==> src/rtl/carpet_pkg.sv <==
// Shared definitions for the scrolling-carpet sequencer: stripe pitch, FSM encoding, speed table.
// Latency: n/a (declarations only).
// Backpressure: n/a.
package carpet_pkg;

    localparam int CARPET_PERIOD = 64;

    typedef enum logic [1:0] {
        ST_IDLE  = 2'd0,
        ST_RUN   = 2'd1,
        ST_PAUSE = 2'd2
    } state_t;

    // Pixels advanced per scroll step for each speed code.
    function automatic logic [15:0] speed_step(input logic [1:0] speed);
        logic [15:0] s;
        case (speed)
            2'd0:    s = 16'd1;
            2'd1:    s = 16'd2;
            2'd2:    s = 16'd4;
            default: s = 16'd8;
        endcase
        return s;
    endfunction

endpackage

==> src/rtl/frame_prescaler.sv <==
// Divides frame_tick by FRAME_DIV, emitting step_en on the tick that completes a period.
// Latency: step_en is combinational from frame_tick; counter updates next cycle.
// Backpressure: none; enable low freezes the count, clear forces it to zero.
module frame_prescaler #(
    parameter int FRAME_DIV = 2
) (
    input  logic clk,
    input  logic rst,
    input  logic frame_tick,
    input  logic clear,
    input  logic enable,
    output logic step_en
);

    localparam logic [7:0] LAST = 8'(FRAME_DIV - 1);

    logic [7:0] div_cnt;

    assign step_en = enable && frame_tick && !clear && (div_cnt == LAST);

    always_ff @(posedge clk) begin
        if (rst) begin
            div_cnt <= 8'd0;
        end else if (clear) begin
            div_cnt <= 8'd0;
        end else if (enable && frame_tick) begin
            if (div_cnt == LAST) begin
                div_cnt <= 8'd0;
            end else begin
                div_cnt <= div_cnt + 8'd1;
            end
        end
    end

endmodule

==> src/rtl/carpet_scroll_ctrl.sv <==
// Start/pause/stop sequencer producing the carpet scroll offset, stepping only on frame boundaries.
// Latency: carpet_count and wrap_pulse update 1 cycle after the stepping frame_tick.
// Backpressure: none; pause freezes the offset, stop clears it.
module carpet_scroll_ctrl
    import carpet_pkg::*;
#(
    parameter int PERIOD    = CARPET_PERIOD,
    parameter int FRAME_DIV = 2
) (
    input  logic        clk,
    input  logic        rst,
    input  logic        frame_tick,
    input  logic        start,
    input  logic        stop,
    input  logic        pause,
    input  logic [1:0]  speed,
    output logic [15:0] carpet_count,
    output logic        wrap_pulse,
    output logic        running,
    output logic        paused
);

    localparam logic [15:0] PERIOD_W = 16'(PERIOD);

    state_t      state;
    logic        resume;
    logic        pre_clear;
    logic        pre_enable;
    logic        step_en;
    logic [15:0] sum;

    // Resuming restarts the frame divider so the first step is a full FRAME_DIV ticks away.
    assign resume     = (state == ST_PAUSE) && frame_tick && !pause;
    assign pre_clear  = stop || start || resume || (state == ST_IDLE);
    assign pre_enable = (state == ST_RUN) && !pause;
    assign sum        = carpet_count + speed_step(speed);

    assign running = (state == ST_RUN);
    assign paused  = (state == ST_PAUSE);

    frame_prescaler #(
        .FRAME_DIV (FRAME_DIV)
    ) u_prescaler (
        .clk        (clk),
        .rst        (rst),
        .frame_tick (frame_tick),
        .clear      (pre_clear),
        .enable     (pre_enable),
        .step_en    (step_en)
    );

    always_ff @(posedge clk) begin
        if (rst) begin
            state        <= ST_IDLE;
            carpet_count <= 16'd0;
            wrap_pulse   <= 1'b0;
        end else begin
            wrap_pulse <= 1'b0;
            if (stop) begin
                state        <= ST_IDLE;
                carpet_count <= 16'd0;
            end else if (start) begin
                state        <= ST_RUN;
                carpet_count <= 16'd0;
            end else begin
                case (state)
                    ST_RUN: begin
                        if (frame_tick && pause) begin
                            state <= ST_PAUSE;
                        end else if (step_en) begin
                            if (sum >= PERIOD_W) begin
                                carpet_count <= sum - PERIOD_W;
                                wrap_pulse   <= 1'b1;
                            end else begin
                                carpet_count <= sum;
                            end
                        end
                    end
                    ST_PAUSE: begin
                        if (resume) begin
                            state <= ST_RUN;
                        end
                    end
                    ST_IDLE: begin
                        carpet_count <= 16'd0;
                    end
                    default: begin
                        state        <= ST_IDLE;
                        carpet_count <= 16'd0;
                    end
                endcase
            end
        end
    end

endmodule

==> config.mk <==
export PLATFORM = sky130hd
export DESIGN_NAME = carpet_scroll_ctrl
export DESIGN_NICKNAME = d
export VERILOG_FILES = /design/src/rtl/carpet_pkg.sv /design/src/rtl/frame_prescaler.sv /design/src/rtl/carpet_scroll_ctrl.sv
export SDC_FILE = /design/constraint.sdc
export NUM_CORES = 1
export LEC_CHECK = 0
export CAP_MARGIN = 0
export CORE_AREA = 2 2 85 54
export DETAILED_ROUTE_END_ITERATION = 12
export DIE_AREA = 0 0 87 56
export GPL_TIMING_DRIVEN = 0
export PLACE_DENSITY_LB_ADDON = 0.1
export SETUP_SLACK_MARGIN = 0.02
export SYNTH_ARGS = -nofsm -noshare
export SYNTH_HDL_FRONTEND = slang
export SYNTH_SLANG_ARGS = --single-unit
==> constraint.sdc <==
create_clock -name clk -period 3.3 [get_ports clk]
set_input_delay 0.66 -clock clk [delete_from_list [all_inputs] [get_ports clk]]
set_output_delay 0.66 -clock clk [all_outputs]
set_load 0.01 [all_outputs]
==> impl_summary.md <==
Run status
The flow ran to the end, and the final reports show no timing, DRC or antenna violations.

STA
The number of hold violations in the final report was 0. Derived from the worst setup path, the maximum achievable clock frequency is 317 MHz. Setup repair after global routing left no endpoint under its margin. Of the available clock period, the critical path in the final layout requires 95.7%.

Clock skew on the completed layout was measured at 0.00440 ns. The measured slew at the worst slew-check pin is 0.902 ns. The number of pins with negative max-slew slack in the final report is 0. The hold slack is 0.483 ns. The number of setup violations in the final report is 0. The worst slew margin relative to its limit is 39.7%.

The setup TNS is 0 ns. The routed design could run at a clock period as short as 3.16 ns.

Global routing
The largest net degree at the start of global routing is 15. The first-pass GRT wire length is 7990 um. The remaining global-route overflow is 0.

The via count of the first global-routing pass is 1628. Global routing used 20.7% of the available tracks. The initial antenna violation count is 0.

Run
The max capacitance violation total is 0.

Routing
The average via count per standard cell is 5.77. In the final routed layout, each cell accounts on average for 15.6 um. The post-route DRC violation count is 0. The post-detailed-route count of antenna-violating nets is 0. After detailed routing, the total wire length is 5070 um.

The number of violations reported at the end of detailed-routing iteration 0 is 166. The first TritonRoute pass finished after 4 iterations. The routed layout has 1876 vias.

Setup path
The nature of the critical path startpoint is an input port. The critical path class is in2reg. In this run the worst path has a maximum fanout of 5. The data required time at the worst endpoint is 3.51 ns. For the worst setup path, the data arrival time is 3.37 ns. STA classifies the critical path endpoint as a flop.

Clock network
The number of clock buffers inserted by TritonCTS is 3. After clock tree synthesis, the clock-pin slew on the worst setup and hold paths is 0.10 ns. The clock sink total is 27. Clock latency on the worst-skew pair, taken at its later pin, is 0.28 ns. The CTS tree is done. The largest buffer count on any clock path is 2.

The level count of the clock H-tree is 1. The tree is rooted in a sky130_fd_sc_hd__clkbuf_8. The count of hold buffers inserted by post-cts repair is 0.

Pwr
Per report_power, the clock group accounts for 35.1% of the total. The relative contribution of combinational cells to total power is 6.4%. The worst-case IR drop observed on VDD is 0.137 mV. The reported leakage power is 0.965 nW. The overall power of the completed layout is 0.000559 W.

The switching fraction of total power is 22.7%. The fraction of power consumed by sequential logic is 58.5%. The cell-internal power is 0.000432 W.

The analysis attributes to net switching a power of 0.000127 W. In this run the power density over the cells is 214 mW/mm2.

Floorplanning
The top-level I/O count is 27. The die covers 0.00487 mm2. The effective utilization at floorplan is 49.6%.

The area of the placeable core is 0.00403 mm2. Measured along the y axis, the die boundary spans 56 um. The initialized floorplan defines 18 standard-cell rows. In this run the horizontal extent of the chip is 87 um.

Cells and area
The ratio of cells with drive above 1 in the final layout is 24.4%. In the layout the commonest cells are sky130_fd_sc_hd__dfxtp_1, sky130_fd_sc_hd__clkdlybuf4s50_1, sky130_fd_sc_hd__nand2_1. The number of filler cells placed in the layout is 348.

The post-route core utilization is 64.8%. The area growth from synthesis to layout is 30.7%. The library cell used most frequently in the layout, excluding fill and tap cells, is sky130_fd_sc_hd__dfxtp_1. The number of nets in the finished design is 293.

0 antenna diodes ended up in the layout.

Synth
The fraction of synthesis flops using an asynchronous set or reset pin is 0%. The proportion of synthesized chip area in sequential cells is 27.0%. The post-synthesis cell count is 232. Synthesis inferred 27 register bits. The synthesized cell area is 0.00200 mm2. Summed over its instances, the top area cell type makes up 27.0% of the synthesized netlist area. Synthesis produced a netlist with a net count of 249. The synthesized design contains 0 enable-type register cells. The library cell with the largest summed area after synthesis is sky130_fd_sc_hd__dfxtp_1. The primary flip-flop cell chosen by synthesis mapping is sky130_fd_sc_hd__dfxtp_1.

A synthesized cell averages 8.62 um2. Yosys attributes the largest share of cell area to sky130_fd_sc_hd__dfxtp_1, sky130_fd_sc_hd__ha_1, sky130_fd_sc_hd__xor2_1. Yosys printed 0 warnings. The netlist uses 64 different library cells.

Place
The number of port buffers is 26. At the end of routability-driven placement, the weighted congestion stood at 0.857. Detailed placement ended at an HPWL of 3580 um.

Hold path
The type of the most critical hold path is reg2reg.
-- power groups by stage --
stage | Combinational (W) | Clock, W | Sequential, W
after floorplan | 0.0000169 | 0 | 0.000334
after global placement | 0.0000316 | 0 | 0.000334
after detailed placement | 0.0000321 | 0 | 0.000334
after CTS | 0.0000350 | 0.000204 | 0.000327
after global routing | 0.0000389 | 0.000214 | 0.000327
final | 0.0000358 | 0.000196 | 0.000327
-- sequential cells by signal, indices dropped and copies added (netlist names) --
| register | count |
|---|---|
| wrap_pulse | 1 |
| carpet_count | 16 |
| state | 2 |
| u_prescaler.div_cnt | 8 |
-- final timing paths --
kind                                  from                       endpoint  slack (ns)  cells past startpoint
min reg2reg  carpet_count[14]$_SDFFE_PP0P_  carpet_count[14]$_SDFFE_PP0P_        0.48                      2
max                               speed[0]   carpet_count[8]$_SDFFE_PP0P_        0.14                     15
min          carpet_count[14]$_SDFFE_PP0P_  carpet_count[14]$_SDFFE_PP0P_        0.48                      2
max reg2reg   carpet_count[1]$_SDFFE_PP0P_   carpet_count[8]$_SDFFE_PP0P_        0.34                     13
-- stage by stage --
stage	instances	instance area (um2)	worst slack, ns
floorplan	232	2040	-0.0325
global placement	308	2360	-0.850
detailed placement	308	2360	-0.889
CTS	321	2550	0.0258
global route	325	2610	0.0567
finish	325	2610	0.142
-- routing by layer --
metal	global-route usage (%)	wire length, um	up-vias	share of wire [%]
met3	5.04	282	4	5.6
li1	-	-	935	-
met1	32.5	2740	880	54
met4	4.02	28	0	0.55
met2	28.0	2020	57	40
met5	0	0	-	0
-- cell usage after synthesis (all sizes together), types with 2 or more instances --
library cell  instances
xor2                 12
nor2b                 5
dfxtp                27
inv                   7
or3                   2
o211ai                2
nand2b                2
buf                   8
mux2i                 5
and3                  4
nand2                24
nor3                  9
a211oi                2
nor3b                 2
o21ai                13
nor2                 22
o41ai                 2
o21a                  2
and2                  4
o31ai                 3
a22o                  5
nor4                  3
a211o                 2
or4                   2
nand3                 7
xnor2                 8
nor4b                 2
a21oi                14
nand3b                2
nand4                 7
ha                    8
-- cell type report --
class,instances,area [um2],share of cell area (%)
well taps,50,62.6,2.39
plain buffers,8,67.6,2.59
repair buffers,39,348,13.3
clock buffers,4,45.0,1.72
flip-flops and latches,27,541,20.7
inverters,7,26.3,1.01
multi-input cells,190,1520,58.3
-- logic make-up (layout without fill, tap and decap cells) --
kind of cell,Yosys count,after routing,synth area share (%)
XOR/XNOR,20,20,9.51
multiplexers,5,5,2.50
adder cells (fa/ha/maj),9,9,6.01
flip-flops,27,27,27.0
AO/OA/AOI/OAI,55,55,21.0
buffers and inverters,15,58,4.69
AND/OR/NAND/NOR,101,101,29.3
-- critical path: stages --
cell and delay, ns:
sky130_fd_sc_hd__clkbuf_2 0.12, sky130_fd_sc_hd__nor2b_4 0.19, sky130_fd_sc_hd__ha_4 0.22, sky130_fd_sc_hd__a211o_1 0.30
sky130_fd_sc_hd__a21oi_4 0.21, sky130_fd_sc_hd__nor2_4 0.08, sky130_fd_sc_hd__xnor2_2 0.16, sky130_fd_sc_hd__buf_4 0.15
sky130_fd_sc_hd__ha_4 0.19, sky130_fd_sc_hd__o41ai_4 0.11, sky130_fd_sc_hd__buf_4 0.17, sky130_fd_sc_hd__o41ai_4 0.34
sky130_fd_sc_hd__xor2_1 0.23, sky130_fd_sc_hd__a21oi_1 0.10, sky130_fd_sc_hd__o22ai_1 0.14
-- what timing repair did --
item                                    in CTS  in global routing
endpoints found under the setup margin      11                  7
resized for setup                           19                 10
pin swaps                                    9                  6
buffers inserted                             9                  4
Power figures use the tool's default switching activity.
